## src/rtl/write_s_pkg.sv

```systemverilog
// -----------------------------------------------------------------------------
// write_s_pkg
// Shared definitions for the IDCT write-back stage (write_s).
//   - write_s_state_type : write-back FSM states
//   - plane_sel_type     : target colour plane encoding
//   - default plane word offsets and per-pixel-row SRAM strides
//   - shift_add          : constant multiply built from shifts and adds
// Build option: WRITE_S_CLIP_EN (used by pix_clip / write_s) selects
// saturation instead of truncation when packing pixels.
// -----------------------------------------------------------------------------
package write_s_pkg;

  typedef enum logic [1:0] {
    S_IDLE     = 2'd0,
    S_LEAD_IN  = 2'd1,
    S_RUN      = 2'd2,
    S_LEAD_OUT = 2'd3
  } write_s_state_type;

  // Codes 2 and 3 both address the V plane.
  typedef enum logic [1:0] {
    PLANE_Y     = 2'd0,
    PLANE_U     = 2'd1,
    PLANE_V     = 2'd2,
    PLANE_V_ALT = 2'd3
  } plane_sel_type;

  localparam logic [17:0] Y_OFFSET_DEF = 18'd0;
  localparam logic [17:0] U_OFFSET_DEF = 18'd38400;
  localparam logic [17:0] V_OFFSET_DEF = 18'd57600;

  // SRAM words per pixel row (two pixels per word).
  localparam logic [17:0] ROW_STRIDE_Y  = 18'd160;
  localparam logic [17:0] ROW_STRIDE_UV = 18'd80;

  // An 8x8 block spans 8 pixel rows.
  localparam int unsigned BLOCK_ROWS_LOG2 = 3;

  // 32 words per block, indices 0..31.
  localparam logic [4:0] LAST_WORD = 5'd31;

  localparam logic [7:0] PIX_MAX = 8'hFF;

  // Multiply by a constant as a sum of shifted copies; with k tied to a
  // constant only the set bits of k leave adders behind.
  function automatic logic [17:0] shift_add(input logic [17:0] x,
                                            input logic [17:0] k);
    logic [17:0] acc;
    acc = '0;
    for (int unsigned i = 0; i < 18; i++) begin
      if (k[i]) acc = acc + (x << i);
    end
    return acc;
  endfunction

endpackage

```

## src/rtl/write_s_pix_clip.sv

```systemverilog
// -----------------------------------------------------------------------------
// pix_clip
// Converts one signed 32-bit IDCT result to an 8-bit pixel.
//   pix_in  : signed IDCT coefficient result
//   pix_out : 8-bit pixel
// Build option WRITE_S_CLIP_EN:
//   defined   -> saturate (negative -> 0, above 255 -> 255)
//   undefined -> keep the low 8 bits
// -----------------------------------------------------------------------------
module pix_clip
  import write_s_pkg::*;
(
  input  logic signed [31:0] pix_in,
  output logic        [7:0]  pix_out
);

`ifdef WRITE_S_CLIP_EN
  always_comb begin
    pix_out = pix_in[7:0];
    if (pix_in[31]) begin
      pix_out = '0;
    end else if (|pix_in[30:8]) begin
      pix_out = PIX_MAX;
    end
  end
`else
  always_comb begin
    pix_out = 8'(pix_in);
  end
`endif

endmodule

```

## src/rtl/write_s.sv

```systemverilog
// -----------------------------------------------------------------------------
// write_s
// Writes one 8x8 IDCT output block from a dual-port RAM back to SRAM as 32
// packed pixel-pair words (even pixel in the high byte).
//   clock            : rising-edge clock
//   resetn           : synchronous reset, active HIGH despite the name
//   write_start      : start request, honoured only while idle
//   col_block        : block column, row_block : block row
//   sel              : target plane (0=Y, 1=U, 2/3=V)
//   dp_address_a/b   : DPRAM pixel addresses (even / odd pixel of a word)
//   dp_read_data_a/b : DPRAM read data, valid one cycle after the address
//   SRAM_address     : SRAM word address
//   SRAM_write_data  : packed pixel pair
//   SRAM_we_n        : active-low SRAM write strobe
//   busy             : block in progress
//   write_finish     : one-cycle pulse after the last word
// Build option WRITE_S_CLIP_EN: saturating pixel conversion (see pix_clip).
//
// Timing from the accepting edge E0: addresses for word k leave at Ek, the
// RAM answers in cycle k+1, and the word is registered onto the SRAM bus at
// E(k+2). So words occupy cycles 2..33 and write_finish appears in cycle 34.
// -----------------------------------------------------------------------------
module write_s
  import write_s_pkg::*;
#(
  parameter logic [17:0] Y_OFFSET = Y_OFFSET_DEF,
  parameter logic [17:0] U_OFFSET = U_OFFSET_DEF,
  parameter logic [17:0] V_OFFSET = V_OFFSET_DEF
) (
  input  logic        clock,
  input  logic        resetn,
  input  logic        write_start,
  input  logic [5:0]  col_block,
  input  logic [5:0]  row_block,
  input  logic [1:0]  sel,
  output logic [6:0]  dp_address_a,
  output logic [6:0]  dp_address_b,
  input  logic [31:0] dp_read_data_a,
  input  logic [31:0] dp_read_data_b,
  output logic [17:0] SRAM_address,
  output logic [15:0] SRAM_write_data,
  output logic        SRAM_we_n,
  output logic        busy,
  output logic        write_finish
);

  localparam logic [6:0] DP_LAST_A = {1'b0, LAST_WORD, 1'b0};

  write_s_state_type state, state_n;

  logic [5:0]    col_q;
  logic [5:0]    row_q;
  plane_sel_type sel_q;
  logic [4:0]    wr_k;       // index of the word registered at the next edge
  logic          accept;
  logic [7:0]    pix_a;
  logic [7:0]    pix_b;
  logic [17:0]   plane_base;
  logic [17:0]   row_stride;
  logic [17:0]   word_addr;

  // ---------------------------------------------------------------------------
  // Pixel conversion
  // ---------------------------------------------------------------------------
  pix_clip u_clip_a (
    .pix_in  (dp_read_data_a),
    .pix_out (pix_a)
  );

`ifdef WRITE_S_CLIP_EN
  pix_clip u_clip_b (
    .pix_in  (dp_read_data_b),
    .pix_out (pix_b)
  );
`else
  always_comb begin
    pix_b = 8'(dp_read_data_b);
  end
`endif

  // ---------------------------------------------------------------------------
  // FSM
  // ---------------------------------------------------------------------------
  always_comb begin
    accept = (state == S_IDLE) && write_start;
  end

  always_comb begin
    state_n = state;
    case (state)
      S_IDLE:     if (write_start) state_n = S_LEAD_IN;
      S_LEAD_IN:  state_n = S_RUN;
      S_RUN:      if (wr_k == LAST_WORD) state_n = S_LEAD_OUT;
      S_LEAD_OUT: state_n = S_IDLE;
      default:    state_n = S_IDLE;
    endcase
  end

  always_ff @(posedge clock) begin
    if (resetn) begin
      state <= S_IDLE;
    end else begin
      state <= state_n;
    end
  end

  // ---------------------------------------------------------------------------
  // SRAM word address: base + row_block*8*stride + (k>>2)*stride
  //                    + col_block*4 + (k&3)
  // ---------------------------------------------------------------------------
  always_comb begin
    plane_base = V_OFFSET;
    row_stride = ROW_STRIDE_UV;
    case (sel_q)
      PLANE_Y: begin
        plane_base = Y_OFFSET;
        row_stride = ROW_STRIDE_Y;
      end
      PLANE_U: begin
        plane_base = U_OFFSET;
        row_stride = ROW_STRIDE_UV;
      end
      default: begin
        plane_base = V_OFFSET;
        row_stride = ROW_STRIDE_UV;
      end
    endcase

    word_addr = plane_base
              + shift_add({12'd0, row_q}, row_stride << BLOCK_ROWS_LOG2)
              + shift_add({15'd0, wr_k[4:2]}, row_stride)
              + {10'd0, col_q, 2'b00}
              + {16'd0, wr_k[1:0]};
  end

  // ---------------------------------------------------------------------------
  // Datapath and registered outputs
  // ---------------------------------------------------------------------------
  always_ff @(posedge clock) begin
    if (resetn) begin
      col_q           <= '0;
      row_q           <= '0;
      sel_q           <= PLANE_Y;
      wr_k            <= '0;
      dp_address_a    <= '0;
      dp_address_b    <= '0;
      SRAM_address    <= Y_OFFSET;
      SRAM_write_data <= '0;
      SRAM_we_n       <= 1'b1;
      busy            <= 1'b0;
      write_finish    <= 1'b0;
    end else begin
      busy         <= (state_n != S_IDLE);
      write_finish <= (state == S_LEAD_OUT);
      SRAM_we_n    <= (state != S_RUN);

      if (accept) begin
        col_q        <= col_block;
        row_q        <= row_block;
        sel_q        <= plane_sel_type'(sel);
        wr_k         <= '0;
        dp_address_a <= 7'd0;
        dp_address_b <= 7'd1;
      end

      // Address stream runs one word ahead of the write stream and parks on
      // the last pair once it has been issued.
      if ((state == S_LEAD_IN || state == S_RUN) && (dp_address_a != DP_LAST_A)) begin
        dp_address_a <= dp_address_a + 7'd2;
        dp_address_b <= dp_address_b + 7'd2;
      end

      if (state == S_RUN) begin
        SRAM_address    <= word_addr;
        SRAM_write_data <= {pix_a, pix_b};
        wr_k            <= wr_k + 5'd1;
      end
    end
  end

endmodule
```

## config.mk

```make
export PLATFORM = sky130hd
export DESIGN_NAME = write_s
export DESIGN_NICKNAME = d
export VERILOG_FILES = /design/src/rtl/write_s_pkg.sv /design/src/rtl/write_s_pix_clip.sv /design/src/rtl/write_s.sv
export SDC_FILE = /design/constraint.sdc
export NUM_CORES = 1
export LEC_CHECK = 0
export BUFFER_PORTS_ARGS = -buffer_cell sky130_fd_sc_hd__buf_4
export CAP_MARGIN = 20
export CORE_UTILIZATION = 30
export CTS_CLUSTER_DIAMETER = 200
export DETAILED_ROUTE_END_ITERATION = 8
export PLACE_DENSITY_LB_ADDON = 0.12
export SLEW_MARGIN = 20
export SYNTH_ARGS = -nofsm -noshare
export SYNTH_HDL_FRONTEND = slang
export SYNTH_SLANG_ARGS = --single-unit
```

## constraint.sdc

```tcl
create_clock -name clock -period 5.1 [get_ports clock]
set_input_delay 0.51 -clock clock [delete_from_list [all_inputs] [get_ports clock]]
set_output_delay 0.51 -clock clock [all_outputs]
set_load 0.1 [all_outputs]
```

==> results.yml <==
die:
  die_y_um: 126
  dieWidth_um: 126
  rows: 44
  start_util: 0.312
  die_area_sq_um: 15800
  io_pins: 132
  core-area_sq_um: 14800
sta:
  setup_violations: 0
  finalCritPeriodShare: 0.957
  finalClockSkew_ps: 8.58
  worstMarginPinSlew_ps: 889
  period_minus_slack_ps: 4880
  fmax_ghz: 0.205
  hold_viol: 0
  maxSlewViolCount: 0
  tns_ps: 0
  relSlewSlack: 0.406
critical_path:
  worstPathMaxFanout: 6
  crit_type: "flip-flop to flip-flop"
  end_kind: "flip-flop"
  required_ps: 5330
  critPathLaunchType: "flip-flop"
  arrival_ps: 5100
clock_tree:
  cts_tree: "yes"
  cts_sinks: 71
  clk_latency_ps: 340
  clock_path_buffers: 2
  cts_made_buffers: 9
  cts_root_buffer: "clkbuf_16"
  clkTransAtPathRegs_ps: 60
  h-tree-depth: 3
grt:
  track_usage: 0.141
  grt_overflow: 0
  antenna_found_initial: 0
  grt_max_degree: 77
  first_global_vias: 3792
  grt_pass1_wl_um: 17900
synthesis:
  yosysWarnings: 0
  async_reset_ff_frac: 0
  seq_area_frac_synth: 0.309
  syn_area_per_cell_sq_um: 8.69
  ys.flop_type: "dfxtp_1"
  yosysUniqueCellTypes: 61
  ys_ff_latch: 71
  synth-edff-count: 0
  netlist_area_sq_um: 4600
  synth_nets: 670
  syn-instance-count: 530
placement:
  port_buffers: 82
  dp.cells: 787
  hpwl_um: 8040
  dpl_cell_area_sq_um: 5460
  place_congestion: 0.761
power_and_ir_drop:
  powerDensity_nw_per_um2: 501
  irDropWorstVdd_mv: 0.235
  power.leakage_nw: 2.79
flow_run:
  drv_cap: 0
cells_and_area:
  multi_input_area_sq_um: 3100
  drive_gt1_frac: 0.259
  layout_common_cells: "buf_4 (103), dfxtp_1 (71), nand2_1 (65)"
  final_common_cell: "buf_4"
  area.sequential_sq_um: 1420
  stdcell_count: 806
  area_growth_pct: 27.6
  fin_area_sq_um: 5870
  final_util: 0.398
  num-nets-final: 757
  nFillCells: 1508
  diodes: 0
drt:
  vias: 3905
  drt_iter0_drc: 99
  wirelength_um: 10900
  drc: 0
  dr.pass1.iters: 6
  wl_per_cell_um: 13.5
  via_per_inst: 4.84
  ant_nets: 0
min_path:
  min_path_type: "primary input to flip-flop"
status:
  outcome: "complete, no violations"
-- Yosys cell counts (11+ instances only) --
cell,instances,area [sq um]
a21o_1,12,90.1
a21oi_1,40,200
clkbuf_1,12,45.0
dfxtp_1,71,1420
fa_1,11,220
ha_1,48,601
inv_1,21,78.8
mux2i_1,29,290
nand2_1,66,248
nor2_1,59,221
o21ai_0,17,85.1
xnor2_1,14,123
-- power breakdown --
part	total (mW)	internal [mW]	switching, mW
clock	0.581	0.329	0.251
sequential	0.720	0.655	0.0654
combinational	1.64	0.526	1.12
total	2.94	1.51	1.43
-- stage by stage --
stage	hold WS, ps	setup slack, ps	power [mW]
3_3_place_gp	443	52.8	2.33
6_report	402	221	2.94
2_1_floorplan	436	199	2.00
4_1_cts	387	7.86	2.96
3_5_place_dp	452	-61.1	2.35
5_1_grt	402	-21.7	3.13
-- kinds of logic after synthesis --
group,after synthesis,share of synthesized area
AO/OA/AOI/OAI,117,0.175
XOR/XNOR,21,0.0399
adder cells (fa/ha/maj),59,0.178
buffers and inverters,48,0.0440
flip-flops,71,0.309
multiplexers,30,0.0655
other,1,0.000814
AND/OR/NAND/NOR,183,0.188
-- worst paths after layout --
| check | from | endpoint | slack, ps | cells past startpoint |
|---|---|---|---|---|
| max reg2reg | sel_q[0] | SRAM_address[14] | 220 | 22 |
| min reg2reg | col_q[0] | col_q[0] | 460 | 2 |
| min | dp_read_data_a[2] | SRAM_write_data[10] | 400 | 3 |
| max | sel_q[0] | SRAM_address[14] | 220 | 22 |
-- layout make-up --
class / count / area share
multi-input combinational: 411 / 0.528
sequential: 71 / 0.242
timing repair buffer: 103 / 0.132
clock buffer: 11 / 0.0396
tap: 184 / 0.0392
inverter: 21 / 0.0134
clock inverter: 5 / 0.00575
-- state kept, by name, indices dropped and copies added, names as in the netlist --
register and count:
SRAM_address 18, SRAM_we_n 1, SRAM_write_data 16, busy 1, col_q 6, dp_address_a 6, dp_address_b 7, row_q 6
sel_q 2, state 2, wr_k 5, write_finish 1
-- metal layers --
layer,routed length (um),GRT usage,up-vias
li1,-,-,2012
met1,5090,0.172,1821
met2,5150,0.235,62
met3,515,0.0455,10
met4,136,0.0432,0
met5,0,0,-
-- critical path, cell delays in order (launching register included) --
cell and delay (ps):
dfxtp_1 310, nor2_2 140, inv_2 80, and3_1 190, fa_1 440, nand2_2 80
nand2_1 60, ha_2 180, fa_1 480, nand2_1 80, o21ai_2 60, ha_2 210
inv_1 60, fa_2 350, xnor2_2 140, a21o_1 190, fa_1 480, ha_4 200
nor4_4 250, o21ai_2 100, a41oi_2 340, nor4b_2 90, a211o_1 250
-- what timing repair did --
| action | in CTS | in global routing |
|---|---|---|
| buffers inserted | 1 | 2 |
| resized for setup | 3 | 24 |
| pin swaps | 1 | 10 |
| hold buffers | 0 | 0 |
| setup endpoints to repair | 4 | 9 |
Power figures use the tool's default switching activity.
